### src/rtl/pwm_pkg.sv
// Shared definitions for the PWM dead-time array.
// Holds the per-channel state encoding and the default width constants
// used as parameter defaults by pwm_deadtime_array and pwm_dt_channel.
package pwm_pkg;

    localparam int unsigned PWM_N_CH_DEF       = 2;
    localparam int unsigned PWM_DATA_WIDTH_DEF = 16;
    localparam int unsigned PWM_DT_WIDTH_DEF   = 10;

    // Channel state; OFF and DEAD both drive the bridge fully off.
    typedef enum logic [1:0] {
        ST_OFF  = 2'd0,
        ST_HIGH = 2'd1,
        ST_LOW  = 2'd2,
        ST_DEAD = 2'd3
    } ch_state_e;

endpackage : pwm_pkg

### src/rtl/pwm_dt_channel.sv
// One H-bridge leg: optional min-pulse filter, dead-time counter and the
// OFF/HIGH/LOW/DEAD state machine with registered gate drives.
//
// Configuration macro: PWM_MIN_PULSE_EN adds the min_pulse port and the
// raw glitch filter; without it every raw change is accepted at once.
//
// Ports:
//   clk, rst       clock, asynchronous active-high reset
//   force_off      disable or fault; sends the channel to OFF next edge
//   raw            registered compare result (1 = high side wanted)
//   deadtime       dead-time length in clk cycles, sampled on DEAD entry
//   min_pulse      minimum accepted raw pulse width (PWM_MIN_PULSE_EN only)
//   pwm_high       high-side gate drive
//   pwm_low        low-side gate drive
//   dt_active      channel is in DEAD
module pwm_dt_channel
    import pwm_pkg::*;
#(
    parameter int unsigned DT_WIDTH = PWM_DT_WIDTH_DEF
) (
    input  logic                clk,
    input  logic                rst,
    input  logic                force_off,
    input  logic                raw,
    input  logic [DT_WIDTH-1:0] deadtime,
`ifdef PWM_MIN_PULSE_EN
    input  logic [DT_WIDTH-1:0] min_pulse,
`endif
    output logic                pwm_high,
    output logic                pwm_low,
    output logic                dt_active
);

    // Raw value the state machine acts on (after optional filtering).
    logic acc_c;

`ifdef PWM_MIN_PULSE_EN
    localparam int unsigned CW = DT_WIDTH + 1;

    logic                acc_q;
    logic [DT_WIDTH-1:0] hold_q;

    // Count consecutive cycles raw disagrees with the accepted value; adopt
    // raw once it has held for min_pulse cycles. While forced off the
    // accepted value simply follows raw so start-up sees no stale level.
    always_ff @(posedge clk or posedge rst) begin
        if (rst) begin
            acc_q  <= 1'b0;
            hold_q <= '0;
        end else if (force_off || (raw == acc_q)) begin
            acc_q  <= raw;
            hold_q <= '0;
        end else if ((CW'(hold_q) + CW'(1)) >= CW'(min_pulse)) begin
            acc_q  <= raw;
            hold_q <= '0;
        end else begin
            hold_q <= hold_q + DT_WIDTH'(1);
        end
    end

    // min_pulse of 0 or 1 bypasses the filter with no added latency.
    assign acc_c = (min_pulse <= DT_WIDTH'(1)) ? raw : acc_q;
`else
    assign acc_c = raw;
`endif

    ch_state_e           state_q;
    logic                target_q;
    logic [DT_WIDTH-1:0] dt_cnt_q;
    // Dead-time captured on DEAD entry so a mid-DEAD change of deadtime
    // (including on reloads) only applies to the next entry.
    logic [DT_WIDTH-1:0] dt_len_q;

    // Channel state machine; drives are updated together with the state so
    // they always decode the registered state.
    always_ff @(posedge clk or posedge rst) begin
        if (rst) begin
            state_q   <= ST_OFF;
            target_q  <= 1'b0;
            dt_cnt_q  <= '0;
            dt_len_q  <= '0;
            pwm_high  <= 1'b0;
            pwm_low   <= 1'b0;
            dt_active <= 1'b0;
        end else if (force_off) begin
            state_q   <= ST_OFF;
            target_q  <= 1'b0;
            dt_cnt_q  <= '0;
            dt_len_q  <= '0;
            pwm_high  <= 1'b0;
            pwm_low   <= 1'b0;
            dt_active <= 1'b0;
        end else begin
            case (state_q)
                ST_OFF: begin
                    // Always start through DEAD toward the current raw level.
                    state_q   <= ST_DEAD;
                    target_q  <= acc_c;
                    dt_cnt_q  <= deadtime;
                    dt_len_q  <= deadtime;
                    pwm_high  <= 1'b0;
                    pwm_low   <= 1'b0;
                    dt_active <= 1'b1;
                end
                ST_HIGH: begin
                    if (!acc_c) begin
                        if (deadtime == '0) begin
                            state_q  <= ST_LOW;
                            pwm_high <= 1'b0;
                            pwm_low  <= 1'b1;
                        end else begin
                            state_q   <= ST_DEAD;
                            target_q  <= 1'b0;
                            dt_cnt_q  <= deadtime;
                            dt_len_q  <= deadtime;
                            pwm_high  <= 1'b0;
                            pwm_low   <= 1'b0;
                            dt_active <= 1'b1;
                        end
                    end
                end
                ST_LOW: begin
                    if (acc_c) begin
                        if (deadtime == '0) begin
                            state_q  <= ST_HIGH;
                            pwm_high <= 1'b1;
                            pwm_low  <= 1'b0;
                        end else begin
                            state_q   <= ST_DEAD;
                            target_q  <= 1'b1;
                            dt_cnt_q  <= deadtime;
                            dt_len_q  <= deadtime;
                            pwm_high  <= 1'b0;
                            pwm_low   <= 1'b0;
                            dt_active <= 1'b1;
                        end
                    end
                end
                ST_DEAD: begin
                    if (acc_c != target_q) begin
                        // Direction reversed while dead: restart the interval.
                        target_q <= acc_c;
                        dt_cnt_q <= dt_len_q;
                    end else if (dt_cnt_q <= DT_WIDTH'(1)) begin
                        state_q   <= target_q ? ST_HIGH : ST_LOW;
                        pwm_high  <= target_q;
                        pwm_low   <= !target_q;
                        dt_active <= 1'b0;
                    end else begin
                        dt_cnt_q <= dt_cnt_q - DT_WIDTH'(1);
                    end
                end
                default: begin
                    state_q   <= ST_OFF;
                    pwm_high  <= 1'b0;
                    pwm_low   <= 1'b0;
                    dt_active <= 1'b0;
                end
            endcase
        end
    end

endmodule : pwm_dt_channel

### src/rtl/pwm_deadtime_array.sv
// Array of N_CH carrier-compare PWM channels with shared dead-time,
// sync-loaded shadow references and a global fault latch.
//
// Configuration macro: PWM_MIN_PULSE_EN adds the min_pulse port and a
// per-channel raw glitch filter.
//
// Ports:
//   clk, rst       clock, asynchronous active-high reset
//   enable         global run; low forces every channel OFF
//   sync           strobe at carrier peak/valley; loads shadow references
//   reference      packed signed references, channel k at [k*DATA_WIDTH +: DATA_WIDTH]
//   carrier        packed signed carriers, same packing
//   deadtime       dead-time in clk cycles, shared
//   min_pulse      minimum accepted pulse width (PWM_MIN_PULSE_EN only)
//   fault_in       level fault request
//   fault_clr      single-cycle fault clear request
//   pwm_high       high-side gate drives
//   pwm_low        low-side gate drives
//   dt_active      per-channel DEAD indication
//   fault_latched  fault latch state
module pwm_deadtime_array
    import pwm_pkg::*;
#(
    parameter int unsigned N_CH       = PWM_N_CH_DEF,
    parameter int unsigned DATA_WIDTH = PWM_DATA_WIDTH_DEF,
    parameter int unsigned DT_WIDTH   = PWM_DT_WIDTH_DEF
) (
    input  logic                         clk,
    input  logic                         rst,
    input  logic                         enable,
    input  logic                         sync,
    input  logic [N_CH*DATA_WIDTH-1:0]   reference,
    input  logic [N_CH*DATA_WIDTH-1:0]   carrier,
    input  logic [DT_WIDTH-1:0]          deadtime,
`ifdef PWM_MIN_PULSE_EN
    input  logic [DT_WIDTH-1:0]          min_pulse,
`endif
    input  logic                         fault_in,
    input  logic                         fault_clr,
    output logic [N_CH-1:0]              pwm_high,
    output logic [N_CH-1:0]              pwm_low,
    output logic [N_CH-1:0]              dt_active,
    output logic                         fault_latched
);

    logic [N_CH*DATA_WIDTH-1:0] shadow_q;
    logic [N_CH-1:0]            cmp_c;
    logic [N_CH-1:0]            raw_q;
    logic                       force_off_c;

    // Shadow references only move on an enabled sync strobe.
    always_ff @(posedge clk or posedge rst) begin
        if (rst) begin
            shadow_q <= '0;
        end else if (enable && sync) begin
            shadow_q <= reference;
        end
    end

    // Registered compare; cleared while disabled.
    always_ff @(posedge clk or posedge rst) begin
        if (rst) begin
            raw_q <= '0;
        end else if (!enable) begin
            raw_q <= '0;
        end else begin
            raw_q <= cmp_c;
        end
    end

    // Set has priority over clear; enable does not touch the latch.
    always_ff @(posedge clk or posedge rst) begin
        if (rst) begin
            fault_latched <= 1'b0;
        end else if (fault_in) begin
            fault_latched <= 1'b1;
        end else if (fault_clr) begin
            fault_latched <= 1'b0;
        end
    end

    // fault_in is used directly (not only via the latch) so the bridge is
    // switched off on the very edge that first sees the fault.
    assign force_off_c = !enable || fault_in || fault_latched;

    for (genvar k = 0; k < N_CH; k++) begin : g_ch
        logic signed [DATA_WIDTH-1:0] shadow_s;
        logic signed [DATA_WIDTH-1:0] carrier_s;

        assign shadow_s  = shadow_q[k*DATA_WIDTH +: DATA_WIDTH];
        assign carrier_s = carrier[k*DATA_WIDTH +: DATA_WIDTH];
        // Strict greater-than: equality keeps the high side off.
        assign cmp_c[k]  = (shadow_s > carrier_s);

        pwm_dt_channel #(
            .DT_WIDTH (DT_WIDTH)
        ) u_ch (
            .clk       (clk),
            .rst       (rst),
            .force_off (force_off_c),
            .raw       (raw_q[k]),
            .deadtime  (deadtime),
`ifdef PWM_MIN_PULSE_EN
            .min_pulse (min_pulse),
`endif
            .pwm_high  (pwm_high[k]),
            .pwm_low   (pwm_low[k]),
            .dt_active (dt_active[k])
        );
    end

endmodule : pwm_deadtime_array

### config.mk
export PLATFORM = sky130hd
export DESIGN_NAME = pwm_deadtime_array
export DESIGN_NICKNAME = d
export VERILOG_FILES = /design/src/rtl/pwm_pkg.sv /design/src/rtl/pwm_dt_channel.sv /design/src/rtl/pwm_deadtime_array.sv
export SDC_FILE = /design/constraint.sdc
export NUM_CORES = 1
export LEC_CHECK = 0
export CAP_MARGIN = 0
export CORE_MARGIN = 2
export CORE_UTILIZATION = 59
export DETAILED_ROUTE_END_ITERATION = 12
export PLACE_DENSITY = 0.89
export RECOVER_POWER = 100
export SLEW_MARGIN = 40
export SYNTH_ARGS = -nofsm -noshare
export SYNTH_HDL_FRONTEND = slang
export SYNTH_SLANG_ARGS = --single-unit
export TNS_END_PERCENT = 10
### constraint.sdc
create_clock -name clk -period 4.3 [get_ports clk]
set_input_delay 0.645 -clock clk [delete_from_list [all_inputs] [get_ports clk]]
set_output_delay 0.645 -clock clk [all_outputs]
set_load 0.02 [all_outputs]
==> flow_summary.toml <==
[status]
status = "complete, but fails checks"
violations = "capacitance limit, slew limit"

[yosys]
synth_area_mm2 = 0.00544
syn_area_per_cell_um2 = 9.67
syn_nets = 689
ys.flop_type = "dfrtp_1"
synth_edf_count = 0
synth.distinct_cells = 55
ys_async_sr_fraction_pct = 100
synth_warnings = 0
ys_ff_latch = 87
syn_inst = 563
yosysSeqAreaShare_pct = 40.0

[global_route]
grt.total_usage_pct = 27.5
gr-total-overflow = 0
grt_pass1_wl_um = 22100
grt_pass1_vias = 4667
grt_max_degree = 49
antenna_found_initial = 0

[pwr]
finalPower_w = 0.00201
cellPowerDensity_mw_per_mm2 = 307
ir_worst_vdd_mv = 0.186
power.leakage_nw = 3.00

[routing]
wl_met3_um = 881
drt_wl_total_um = 13000
first_pass_iters = 5
dr_total_vias = 4606
wl_met2_um = 6490
dr.max_layer_used = "met4"
antenna_left = 0
viasPerCell = 6.11
m1WireLength_um = 5390
drc = 0
drt-wirelength-per-cell_um = 17.3
first_iter_violations = 273

[timing]
tightest_slew_ns = 2.18
setup_violations = 0
finalSetupTns_ns = 0
maxSlewHeadroom_pct = -46.4
slew_violations = 82
worst_slack_ns = 1.15
fin_crit_ns = 3.15
timing.fmax_ghz = 0.317
rsz0062_at_grt = "no"
period_share_pct = 73.2
skew_ns = 0.00997
final-hold-violation-count = 0

[floorplan]
num_rows = 35
initial_core_util_pct = 59.8
die_h_um = 100
core_area_mm2 = 0.00911
die_x_um = 100
pin_count = 87
dieArea_mm2 = 0.0100

[clock_network]
clk_pin_slew_ns = 0.08
cts_tree = "done"
htree_levels = 3
clk_latency_ns = 0.35
clockBufferDepth = 2
clockRootBuffer = "clkbuf_8"
clkSinkCount = 87
cts_hold_buf = 0
cts_setup_buffers = 0
numCtsBuffers = 9
cts_resized = 0

[cells_and_area]
design_area_mm2 = 0.00654
drive_gt1_share_pct = 9.33
fillers = 624
area_delta_synth_final_pct = 20.2
final_core_util_pct = 71.8
nNetsFinal = 765
layout_common_cells = "87 x dfrtp_1, 73 x clkdlybuf4s50_1, 50 x nor2_1, 49 x inv_1"
antennaDiodeCount = 0
mostFrequentLayoutCell = "dfrtp_1"

[worst_setup_path]
cp_max_fo = 48
crit_buf_inv = 3
worst_path_max_delay_cell = "clkinvlp_2"
end_kind = "asynchronous set/reset pin"
cp-start-kind = "input pin"
crit_family = "buffers and inverters"
arrival_ns = 3.43
path_class = "input pin to asynchronous set/reset pin"
crit_path_max_incr_delay_ns = 1.25
crit_required_ns = 4.59
crit_chain = "dlygate4sd3_1 > clkinvlp_2 > clkbuf_1"

[placement]
placement.setup.worst_slack_ns = 1.17
port_buffers = 86
gp_congestion = 0.857
postPlaceCellArea_mm2 = 0.00638
dp_hpwl_um = 9640

[worst_hold_path]
hp-class = "flop to flop"

[run]
maxCapViolCount = 2
logic make-up (layout without fill, tap and decap cells):
family | count (synthesis) | in the layout | synth area share (%)
simple gates | 143 | 143 | 13.2
flops | 87 | 87 | 40.0
mux | 65 | 65 | 12.7
compound gates | 133 | 133 | 15.9
xor+xnor | 11 | 11 | 1.77
buf+inv | 78 | 158 | 5.84
fa+ha+maj | 46 | 46 | 10.6
synthesized netlist by cell type (7+ instances only):
| library cell | n | area share (%) |
|---|---|---|
| nor2_1 | 50 | 3.4 |
| nor4_1 | 11 | 1.3 |
| nor2b_1 | 7 | 0.80 |
| nor3_1 | 13 | 1.2 |
| ha_1 | 46 | 11 |
| clkbuf_1 | 17 | 1.2 |
| a21oi_1 | 45 | 4.1 |
| nand4_1 | 7 | 0.80 |
| inv_1 | 50 | 3.4 |
| dfrtp_1 | 87 | 40 |
| mux2i_1 | 31 | 5.7 |
| o21ai_0 | 28 | 2.6 |
| xnor2_1 | 8 | 1.3 |
| nand2_1 | 25 | 1.7 |
| mux2_2 | 34 | 7.0 |
| a211oi_1 | 13 | 1.8 |
area by class of cell:
cell class                 count  area [um2]  share of cell area [%]
multi-input combinational    398        2940                    45.0
sequential                    87        2180                    33.3
timing repair buffer          93         895                    13.7
inverter                      50         189                    2.89
clock buffer                  12         155                    2.37
tap                          111         139                    2.12
clock inverter                 3        42.5                   0.650
flip-flops by register name, summed over array words and instances, names as in the netlist:
signal,flops
shadow_q,32
raw_q,2
g_ch.u_ch.state_q,4
g_ch.u_ch.dt_active,2
g_ch.u_ch.pwm_low,2
g_ch.u_ch.pwm_high,2
fault_latched,1
g_ch.u_ch.dt_cnt_q,20
g_ch.u_ch.dt_len_q,20
g_ch.u_ch.target_q,2
power by group:
| part | switching (W) | total, W | internal (W) |
|---|---|---|---|
| clock | 0.000289 | 0.000586 | 0.000297 |
| sequential | 0.0000502 | 0.000929 | 0.000879 |
| combinational | 0.000248 | 0.000491 | 0.000243 |
| total | 0.000587 | 0.00201 | 0.00142 |
worst paths after layout:
path | start | to | slack (ns) | depth (start not counted)
setup / recovery | rst | g_ch[1].u_ch.dt_cnt_q[6] | 1.15 | 3
hold / removal | g_ch[0].u_ch.pwm_low | g_ch[0].u_ch.pwm_low | 0.51 | 2
setup reg to reg | g_ch[1].u_ch.state_q[0] | g_ch[1].u_ch.dt_cnt_q[5] | 1.35 | 7
hold reg to reg | g_ch[0].u_ch.pwm_low | g_ch[0].u_ch.pwm_low | 0.51 | 2
max in group clk | deadtime[0] | g_ch[0].u_ch.dt_cnt_q[8] | 1.15 | 7
min in group asynchronous | rst | shadow_q[17] | 1.32 | 2
worst reg2reg max path, stage by stage (launching register included):
cell and delay, ns:
dfrtp_1 0.43, ha_1 0.39, inv_1 0.43, nor2_1 0.14, a221oi_1 0.30, clkbuf_1 0.62
o21ai_0 0.21, a221oi_1 0.33
per-stage QoR:
| stage | instances | hold WS (ns) |
|---|---|---|
| global route | 754 | 0.534 |
| finish | 754 | 0.512 |
| detailed placement | 739 | 0.497 |
| CTS | 754 | 0.514 |
| floorplan | 563 | 0.471 |
| global placement | 738 | 0.487 |
routing by layer:
metal | global-route usage [%] | vias to the layer above
met5 | 0 | -
met4 | 9.17 | 0
met3 | 5.36 | 26
met2 | 47.1 | 179
met1 | 35.2 | 2233
li1 | - | 2168
(Power assumes the default switching activity.)
